### src/rtl/mips_pkg.sv
// Shared encodings for the instruction/data memory arbiter.
package mips_pkg;

   typedef enum logic [1:0] {
      ARB_IDLE  = 2'd0,
      ARB_ISSUE = 2'd1,
      ARB_RESP  = 2'd2
   } arb_state_e;

   localparam logic OWN_I = 1'b0;
   localparam logic OWN_D = 1'b1;

endpackage

### src/rtl/arb_starve_cnt.sv
// Counts consecutive D grants taken while fetch waits; saturates at STARVE_MAX.
module arb_starve_cnt
   import mips_pkg::*;
#(
   parameter int STARVE_MAX = 4,
   parameter int CW         = $clog2(STARVE_MAX + 1)
) (
   input  logic clk,
   input  logic rst,
   input  logic grant_i,
   input  logic grant_d,
   input  logic i_pend,
   output logic starved
);

   logic [CW-1:0] cnt;

   always_ff @(posedge clk) begin
      if (rst) begin
         cnt <= '0;
      end else if (grant_d && i_pend) begin
         if (cnt != CW'(STARVE_MAX))
            cnt <= cnt + 1'b1;
      end else if (grant_i || grant_d) begin
         cnt <= '0;
      end
   end

   assign starved = (cnt == CW'(STARVE_MAX));

endmodule

### src/rtl/mem_arbiter.sv
// Arbitrates fetch (I) and data (D) accesses onto one single-ported memory.
// D has priority; the starvation counter forces an I grant after STARVE_MAX D wins.
module mem_arbiter
   import mips_pkg::*;
#(
   parameter int ADDR_W     = 32,
   parameter int DATA_W     = 32,
   parameter int STARVE_MAX = 4
) (
   input  logic              clk,
   input  logic              rst,
   input  logic              i_req,
   input  logic [ADDR_W-1:0] i_addr,
   output logic [DATA_W-1:0] i_rdata,
   output logic              i_ready,
   input  logic              d_req,
   input  logic              d_we,
   input  logic [ADDR_W-1:0] d_addr,
   input  logic [DATA_W-1:0] d_wdata,
   output logic [DATA_W-1:0] d_rdata,
   output logic              d_ready,
   output logic              mem_req,
   output logic              mem_we,
   output logic [ADDR_W-1:0] mem_addr,
   output logic [DATA_W-1:0] mem_wdata,
   input  logic [DATA_W-1:0] mem_rdata,
   input  logic              mem_ack
);

   arb_state_e state;
   logic       owner;
   logic       starved;
   logic       grant_d;
   logic       grant_i;

   assign grant_d = (state == ARB_IDLE) && d_req && (!i_req || !starved);
   assign grant_i = (state == ARB_IDLE) && i_req && !grant_d;

   arb_starve_cnt #(.STARVE_MAX(STARVE_MAX)) u_starve (
      .clk     (clk),
      .rst     (rst),
      .grant_i (grant_i),
      .grant_d (grant_d),
      .i_pend  (i_req),
      .starved (starved)
   );

   // mem_req / ready are plain flops, so nothing reaches them combinationally.
   always_ff @(posedge clk) begin
      if (rst) begin
         state     <= ARB_IDLE;
         owner     <= OWN_I;
         mem_req   <= 1'b0;
         mem_we    <= 1'b0;
         mem_addr  <= '0;
         mem_wdata <= '0;
         i_rdata   <= '0;
         d_rdata   <= '0;
         i_ready   <= 1'b0;
         d_ready   <= 1'b0;
      end else begin
         case (state)
            ARB_IDLE: begin
               if (grant_d) begin
                  owner     <= OWN_D;
                  mem_addr  <= d_addr;
                  mem_wdata <= d_wdata;
                  mem_we    <= d_we;
                  mem_req   <= 1'b1;
                  state     <= ARB_ISSUE;
               end else if (grant_i) begin
                  owner     <= OWN_I;
                  mem_addr  <= i_addr;
                  mem_wdata <= '0;
                  mem_we    <= 1'b0;
                  mem_req   <= 1'b1;
                  state     <= ARB_ISSUE;
               end
            end
            ARB_ISSUE: begin
               if (mem_ack) begin
                  mem_req <= 1'b0;
                  mem_we  <= 1'b0;
                  if (owner == OWN_I) begin
                     i_rdata <= mem_rdata;
                     i_ready <= 1'b1;
                  end else begin
                     if (!mem_we)
                        d_rdata <= mem_rdata;
                     d_ready <= 1'b1;
                  end
                  state <= ARB_RESP;
               end
            end
            ARB_RESP: begin
               i_ready <= 1'b0;
               d_ready <= 1'b0;
               state   <= ARB_IDLE;
            end
            default: state <= ARB_IDLE;
         endcase
      end
   end

endmodule

### config.mk
export PLATFORM = sky130hd
export DESIGN_NAME = mem_arbiter
export DESIGN_NICKNAME = d
export VERILOG_FILES = /design/src/rtl/mips_pkg.sv /design/src/rtl/arb_starve_cnt.sv /design/src/rtl/mem_arbiter.sv
export SDC_FILE = /design/constraint.sdc
export NUM_CORES = 1
export LEC_CHECK = 0
export CAP_MARGIN = 20
export CORE_ASPECT_RATIO = 1.1
export CORE_UTILIZATION = 40
export DETAILED_ROUTE_END_ITERATION = 6
export GPL_TIMING_DRIVEN = 0
export HOLD_SLACK_MARGIN = 0.03
export PLACE_DENSITY = 0.76
export SYNTH_ARGS = -nofsm -noshare
export SYNTH_HDL_FRONTEND = slang
export SYNTH_SLANG_ARGS = --single-unit
### constraint.sdc
create_clock -name clk -period 4.4 [get_ports clk]
set_input_delay 0.88 -clock clk [delete_from_list [all_inputs] [get_ports clk]]
set_output_delay 0.88 -clock clk [all_outputs]
set_load 0.1 [all_outputs]
**Yosys cells after proc, flatten, opt, wreduce, memory -nomap -nowiden**

Index checks and enable logic that the tools add are counted.
W data, S select, Z words.

- Magnitude comparators: 0
- Divide/modulo/power cells: 0
- Shift operators: 0
- Add/sub/neg operators: 1
- Multiply operators: 0
- Bitwise gates (word level): 2
- Reduce and logical (&&, ||, !) cells: 23
- Equality and inequality tests: 9
- Muxes and demuxes: 25

Operators with widths:

| cell | count |
|---|---|
| $mux W32 | 4 |
| $reduce_and A3 Y1 | 4 |
| $mux W1 | 10 |
| $mux W3 | 3 |
| $ne A2 B2 Y1 const B | 4 |
| $pmux W1 S2 | 4 |
| $reduce_bool A2 Y1 | 4 |
| $mux W2 | 3 |
| $reduce_and A2 Y1 | 3 |
| $logic_and A1 B1 Y1 | 5 |
| $pmux W2 S2 | 1 |
| $reduce_and A4 Y1 | 1 |
| $add A3 B1 Y3 const B | 1 |
| $eq A3 B3 Y1 const B | 1 |
| $logic_not A1 Y1 | 3 |
| $ne A3 B2 Y1 const B | 1 |
| $ne A3 B3 Y1 const B | 1 |
| $eq A2 B1 Y1 const B | 1 |
| $eq A2 B2 Y1 const B | 1 |
| $logic_not A2 Y1 | 1 |
| $logic_or A1 B1 Y1 | 2 |
| $not A1 Y1 | 2 |

- Flip-flop bits (word level): 138
- Output and inout bits: 132
- Logic and storage cells: 71
- Bits of input ports: 134
- Latch bits: 0
- Bits in writable memories: 0
- Memories: 0
- Memory bits (read-only): 0

**Longest topological paths before layout**

Gate-level depths: netlist of the first run.

- Depth in word-level cells: 9
- Depth in mapped cells: 7
- Gate-level depth less buffers: 5

**Hierarchy**

Synthesis of the first run repeated with hierarchy kept, for this count alone.

- Cell total of the unflattened synthesis: 675
- Area, all modules: 5790.6 um^2

By module, submodules not included:

| module | seq. area each (um^2) | instances | area each (um^2) | cells an instance |
|---|---|---|---|---|
| mem_arbiter | 2702.6 | 1 | 5619.1 | 654 |
| arb_starve_cnt | 60.1 | 1 | 171.4 | 21 |

**Worst setup path after synthesis of the first run**

OpenSTA, ideal clock, no wires.

- Kind: reg2out
- Start point: register mem_we
- End point: output mem_we
- Path slack: 2.570 ns
- Data required time: 3.520 ns
- Path buffers: 0
- Data arrival time: 0.950 ns
- Cell stages (with the launch flop): 1
- Path through: dfxtp_1

RTL lines:

| element | line | RTL |
|---|---|---|
| from (decl) | mem_arbiter.sv:23 | `output logic mem_we,` |
| from (signal assigned) | mem_arbiter.sv:68 | `mem_we <= d_we;` |

No word-level cell between the ends.

**Worst setup path after layout of the first run**

- Start point: register mem_we
- End point: output mem_we

No word-level cell between the ends.

==> summary.txt, run 1 <==
Outcome
  – Status: completed

Power and ir drop
  – Power Density: 438 nW/um^2
  – Lkg Pwr: around 0.0031 uW
  – Worst VDD drop: 0.000245 V

Route
  – DRT Pass-1 Iters: 6
  – Wire per inst: 16.8 um
  – DR vias: 6214
  – # DRC: 0
  – Initial drt markers: 454
  – Final wirelength: 19.5 mm
  – Via/cell ratio: 5.37
  – Detail Route Antenna Nets: 0

STA
  – Final Cycle Share: 64.3%
  – Final setup viols: 0
  – Final Hold Slack: 0.452 ns
  – Worst-Margin Slew: 1.05 ns
  – Setup tns final: 0 ns
  – Tmin final: 2.83 ns
  – Clock Skews: about 0.012 ns
  – Final count of hold timing violations: 0
  – Max-slew violations: 0
  – Max-slew headroom: 29.7%
  – Max Freq: 354 MHz
  – Unrepaired setup endpoints after global routing: false

Synthesis
  – Mapped Area: 5500 um^2
  – Synth cell types: 31
  – Ys Warns: 0
  – Post-synth top area cell: dfxtp_1
  – Syn Area/Cell: ~8.1 um^2
  – Synth area leaders: dfxtp_1, a21oi_1, nand3_1
  – Mapped Nets: 814
  – Cells after synthesis: just under 700
  – Sequential element share of the synthesized area: 50.2%
  – Share of Yosys cell area claimed by the top area cell type: 50.2%
  – Top cell types by occurrence after synthesis: dfxtp_1, a21oi_1, nand3_1, o21ai_0, nand2_1
  – Ys async rst share: 0%
  – Most common cell in the synthesized netlist: dfxtp_1
  – Post-synth EDFFs: 0
  – Ys flop type: dfxtp_1
  – Flops & latches, synth: roughly 140

Clocking
  – Clk pin slew, worst setup/hold paths: 0.06 ns
  – Inserted Clock Buffers: 17
  – H-tree level count: 4
  – # resized after CTS: 0
  – CTS tree: yes
  – CTS Sinks: between 100 and 150
  – Clock Tree Buf Depth: 2
  – Clock latency on the worst-skew pair: 0.42 ns
  – CTS Root Cell: clkbuf_16
  – Post-CTS setup buffer count: 0
  – CTS Hold Bufs: 0

Floorplanning
  – Top Ports: 266
  – Die Area: about 14000 um^2
  – Starting density of the core: roughly two fifths
  – Die Y: 125 um
  – Die Width: 114 um
  – Core ar.: approximately 13000 um^2
  – Rows: 44

Setup path
  – Worst Path Buf+Inv: 1
  – Critical path's largest stage delay: 1.17 ns
  – CP Launch Type: register
  – Crit-path max FO: 4
  – Worst R2R End: mem_wdata[30]
  – Critical R2R Launch: u_starve.cnt[0]
  – Worst reg-to-reg path cell count: 7
  – Levels on crit path: 1
  – CP top delay family: buffers and inverters
  – Critical path, cell by cell: clkdlybuf4s50_1
  – CP required: around 3.5 ns
  – Crit path capture type: primary output
  – Critical path arrival: 1.95 ns
  – Path type of the worst setup path: reg -> out
  – Setup slack, reg-to-reg: roughly 2.5 ns
  – CP max stage cell: clkdlybuf4s50_1

GRT
  – Largest net degree at the start of global routing: 17
  – Vias in the first global route: 6010
  – First-pass GRT wire length: 30.8 mm
  – Antenna violations before repair: 0
  – Gr ovfl total: 0
  – GR Util All Layers: 27.3%

Cells and area
  – Cell area after layout: 8980 um^2
  – Non-filler cells, final: 1158
  – Area Overhead vs Synth: 63.1%
  – Layout fillers: 1211
  – Final nets: 1097
  – Layout cell share with drive strength beyond 1: roughly 6.2%
  – Ant diodes: 0

Worst hold path
  – Hold path start: i_rdata[3]
  – Hold Crit Endpoint: i_rdata[3]
  – HP Class: reg -> reg
  – Worst hold path depth: 2

Job
  – Max-Cap Viols: 0

Place
  – Placed insts: 1126
  – Port buffer count: 264
  – Dpl cell area: 8380 um^2
  – Post-DP HPWL: 14.2 mm
  – RePlAce Congestion: 0.827
-- per-stage QoR --
step / setup slack, ns / total power [uW] / util (%)
detailed placement: 1.64 / 2490 / 62.9
floorplan: 2.57 / 2140 / -
finish: 1.57 / 3930 / 67.4
global placement: 1.66 / 2490 / 62.9
CTS: 1.55 / 3950 / 67.4
global route: 1.52 / 4080 / 67.4
-- sequential cells by signal (all words and copies together), names as in the netlist --
signal        flops
i_ready           1
mem_we            1
mem_req           1
d_rdata          32
i_rdata          32
state             2
mem_wdata        32
u_starve.cnt      3
d_ready           1
owner             1
mem_addr         32
-- placed cells by master (no fill, tap or decap), drive strengths merged, types with 2 or more instances in the layout --
cell / instances
a21oi: 135
a311oi: 32
buf: 28
bufinv: 3
clkbuf: 68
clkdlybuf4s50: 264
clkinv: 7
dfxtp: 138
ha: 2
inv: 4
nand2: 67
nand2b: 2
nand3: 98
nand4: 3
nor2: 7
o21ai: 100
or2: 2
or3b: 2
-- area by class of cell --
cell class	count	area (um^2)	area share, %
flip-flops and latches	138	2760	30.8
clock inverters	13	169	1.88
repair buffers	264	2640	29.4
clock buffers	19	433	4.82
plain buffers	77	322	3.58
well taps	184	230	2.56
multi-input cells	461	2410	26.9
inverters	2	7.51	0.0836
-- metal layers --
layer | part of all wire (%) | vias up | track usage, %
li1 | - | 3009 | -
met1 | 40 | 2909 | 31.1
met2 | 50 | 271 | 47.6
met3 | 8.5 | 25 | 9.31
met4 | 1.6 | 0 | 8.48
met5 | 0 | - | 0
-- how the worst max path moves through the flow --
stage           start       endpoint  slack [ns]
2_1_floorplan  mem_we         mem_we        2.57
3_3_place_gp    i_req  mem_wdata[22]        1.66
3_5_place_dp    i_req  mem_wdata[22]        1.64
4_1_cts        mem_we         mem_we        1.55
5_1_grt        mem_we         mem_we        1.52
6_report       mem_we         mem_we        1.57
-- cells by family after synthesis --
group,share of synthesized area [%]
buffers and inverters,5.98
DFF,50.2
adders and majority gates,0.455
AOI/OAI and AO/OA,26.8
and+or+nand+nor,16.5
-- report_power, final --
group          switching (uW)  internal (uW)
Clock                     564            898
Combinational             788            315
Sequential               40.1           1330
No activity file was read; power rests on OpenSTA's default activity.
==> inputs of run 2 (changes only) <==
==> constraint.sdc (replaced) <==
create_clock -name clk -period 2.8 [get_ports clk]
set_input_delay 0.56 -clock clk [delete_from_list [all_inputs] [get_ports clk]]
set_output_delay 0.56 -clock clk [all_outputs]
set_load 0.1 [all_outputs]
==> results of run 2 <==
The final DEF is identical to that of run 1. Status: completed.
Main changes from that run: setup slack after placement 1.64 ns -> 0.361 ns; setup slack after layout 1.57 ns -> 0.292 ns; register-to-register setup slack 2.50 ns -> 0.90 ns; total power 3930 uW -> 6180 uW; worst IR drop on VDD 0.000245 V -> 0.000385 V
==> inputs of run 3 (changes only) <==
--- a/config.mk
+++ b/config.mk
@@ -11,7 +11,9 @@
 export DETAILED_ROUTE_END_ITERATION = 6
 export GPL_TIMING_DRIVEN = 0
 export HOLD_SLACK_MARGIN = 0.03
+export MAX_ROUTING_LAYER = met4
 export PLACE_DENSITY = 0.76
 export SYNTH_ARGS = -nofsm -noshare
 export SYNTH_HDL_FRONTEND = slang
 export SYNTH_SLANG_ARGS = --single-unit
+export TNS_END_PERCENT = 10
==> run 3 against run 2 <==
Against the previous run: cell area is the same; register-to-register slack improved by 0.02 ns; routed wire length fell by 0.14%; worst hold slack unchanged; global-route usage is 0.79 points higher; sequential share of layout area stayed put; clock power about the same; clock skew shrank 0.0023 ns; core utilization did not move; critical endpoint unchanged.
==> summary.txt, run 3 (synthesis results as in run 1) <==
Setup path
  – Critical path arrival: 1.95 ns
  – CP max stage cell: clkdlybuf4s50_1
  – CP required: between 2 and 2.5 ns
  – Crit-path max FO: 4
  – Path type of the worst setup path: reg -> out
  – Critical R2R Launch: u_starve.cnt[0]
  – Worst reg-to-reg path cell count: 7
  – Critical path, cell by cell: clkdlybuf4s50_1
  – Worst Path Buf+Inv: 1
  – Critical path's largest stage delay: 1.17 ns
  – CP Launch Type: register
  – CP top delay family: buffers and inverters
  – Setup slack, reg-to-reg: 0.92 ns
  – Crit path capture type: primary output
  – Worst R2R End: mem_wdata[30]

Place
  – Dpl cell area: 8380 um^2
  – Port buffer count: 264
  – RePlAce Congestion: 0.839
  – Post-DP HPWL: roughly 14 mm

Route
  – Initial drt markers: between 400 and 500
  – Detail Route Antenna Nets: 0
  – Final wirelength: 19.4 mm
  – Via/cell ratio: 5.35
  – DR vias: 6201
  – Wire per inst: 16.8 um
  – # DRC: 0
  – DRT Pass-1 Iters: 5

STA
  – Final Cycle Share: 89.8%
  – Final setup viols: 0
  – Worst-Margin Slew: 1.05 ns
  – Setup tns final: 0 ns
  – Final count of hold timing violations: 0
  – Final Hold Slack: 0.452 ns
  – Clock Skews: 0.0101 ns
  – Max-slew headroom: 30.1%
  – Max-slew violations: 0
  – Unrepaired setup endpoints after global routing: false
  – Max Freq: 398 MHz
  – Tmin final: 2.51 ns

Cells and area
  – Area Overhead vs Synth: 63.1%
  – Util after Layout: about 67%
  – Final nets: 1097
  – Commonest non-fill, non-tap cells in the layout: clkdlybuf4s50_1, dfxtp_1, a21oi_1
  – Layout cell share with drive strength beyond 1: 6.16%
  – Cell area after layout: 8980 um^2
  – Ant diodes: 0
  – Most common cell after layout, fill and taps aside: clkdlybuf4s50_1

Power and ir drop
  – Power Density: 688 nW/um^2
  – Combinational Power Share: 28.1%
  – Worst VDD drop: 0.000380 V
  – Sw Pwr: 2190 uW
  – Sequential Power Share: between 30% and 40%
  – Switching Fraction: 35.4%
  – Clk pwr share: between 30% and 40%
  – P_int: 3990 uW
  – Lkg Pwr: 0.00309 uW

GRT
  – Gr ovfl total: 0
  – Largest net degree at the start of global routing: 17
  – GR Util All Layers: 28.0%
  – Vias in the first global route: 6057
  – Antenna violations before repair: 0
  – First-pass GRT wire length: 30.7 mm

Clocking
  – CTS Sinks: 138
  – CTS tree: yes
  – CTS Root Cell: clkbuf_16
  – Post-CTS setup buffer count: 0
  – Clock Tree Buf Depth: 2
  – Inserted Clock Buffers: 17
  – CTS Hold Bufs: 0
  – # resized after CTS: 0
  – H-tree level count: 4
  – Clock latency on the worst-skew pair: 0.41 ns
  – Clk pin slew, worst setup/hold paths: 0.06 ns

Job
  – Max-Cap Viols: 0

Floorplanning
  – Top Ports: 266
  – Rows: 44
  – Die Area: about 14000 um^2
  – Starting density of the core: 41.3%
  – Die Width: 114 um
  – Die Y: about 130 um
  – Core ar.: 13300 um^2

Worst hold path
  – HP Class: reg -> reg
  – Hold path start: i_rdata[3]
  – Worst hold path depth: 2
  – Hold Crit Endpoint: i_rdata[3]

Outcome
  – Status: completed
[run 3: worst max-delay path by stage]
stage                     startpoint       endpoint  slack, ns  cells past startpoint
final                         mem_we         mem_we       0.29                      1
after detailed placement       i_req  mem_wdata[22]       0.36                      6
after global placement         i_req  mem_wdata[22]       0.38                      6
after CTS                     mem_we         mem_we       0.27                      1
after global routing          mem_we         mem_we       0.25                      1
after floorplan               mem_we    d_rdata[10]       1.03                      4
[run 3: metal layers]
layer	wire length (um)	track usage, %
met5	0	-
met4	322	8.94
met2	9690	47.6
met1	7930	32.0
met3	1480	7.56
[run 3: power groups by stage]
stage                     Combinational, uW  Sequential (uW)  Clock (uW)
after global routing                   1810             2160        2430
after global placement                 1720             2190           0
final                                  1730             2150        2300
after detailed placement               1730             2190           0
after CTS                              1730             2150        2320
after floorplan                         360             3000           0
[run 3: stage by stage]
stage                     worst slack (ns)  cells  power, uW
after floorplan                       1.03    678       3360
after global placement               0.383   1126       3910
after detailed placement             0.361   1126       3920
after CTS                            0.268   1158       6200
after global routing                 0.246   1158       6400
final                                0.286   1158       6180
[run 3: layout make-up]
type	count	area, um^2
Timing Repair Buffer	264	2640
Clock inverter	13	169
Buffer	77	322
Tap cell	184	230
Multi-Input combinational cell	461	2410
Fill cell	1211	4340
Clock buffer	19	433
Sequential cell	138	2760
Inverter	2	7.51
[run 3: tightest hold or removal path: stages, from the launching register on]
cell and delay (ns):
dfxtp_1 0.31, nand2_1 0.05, a21oi_1 0.05
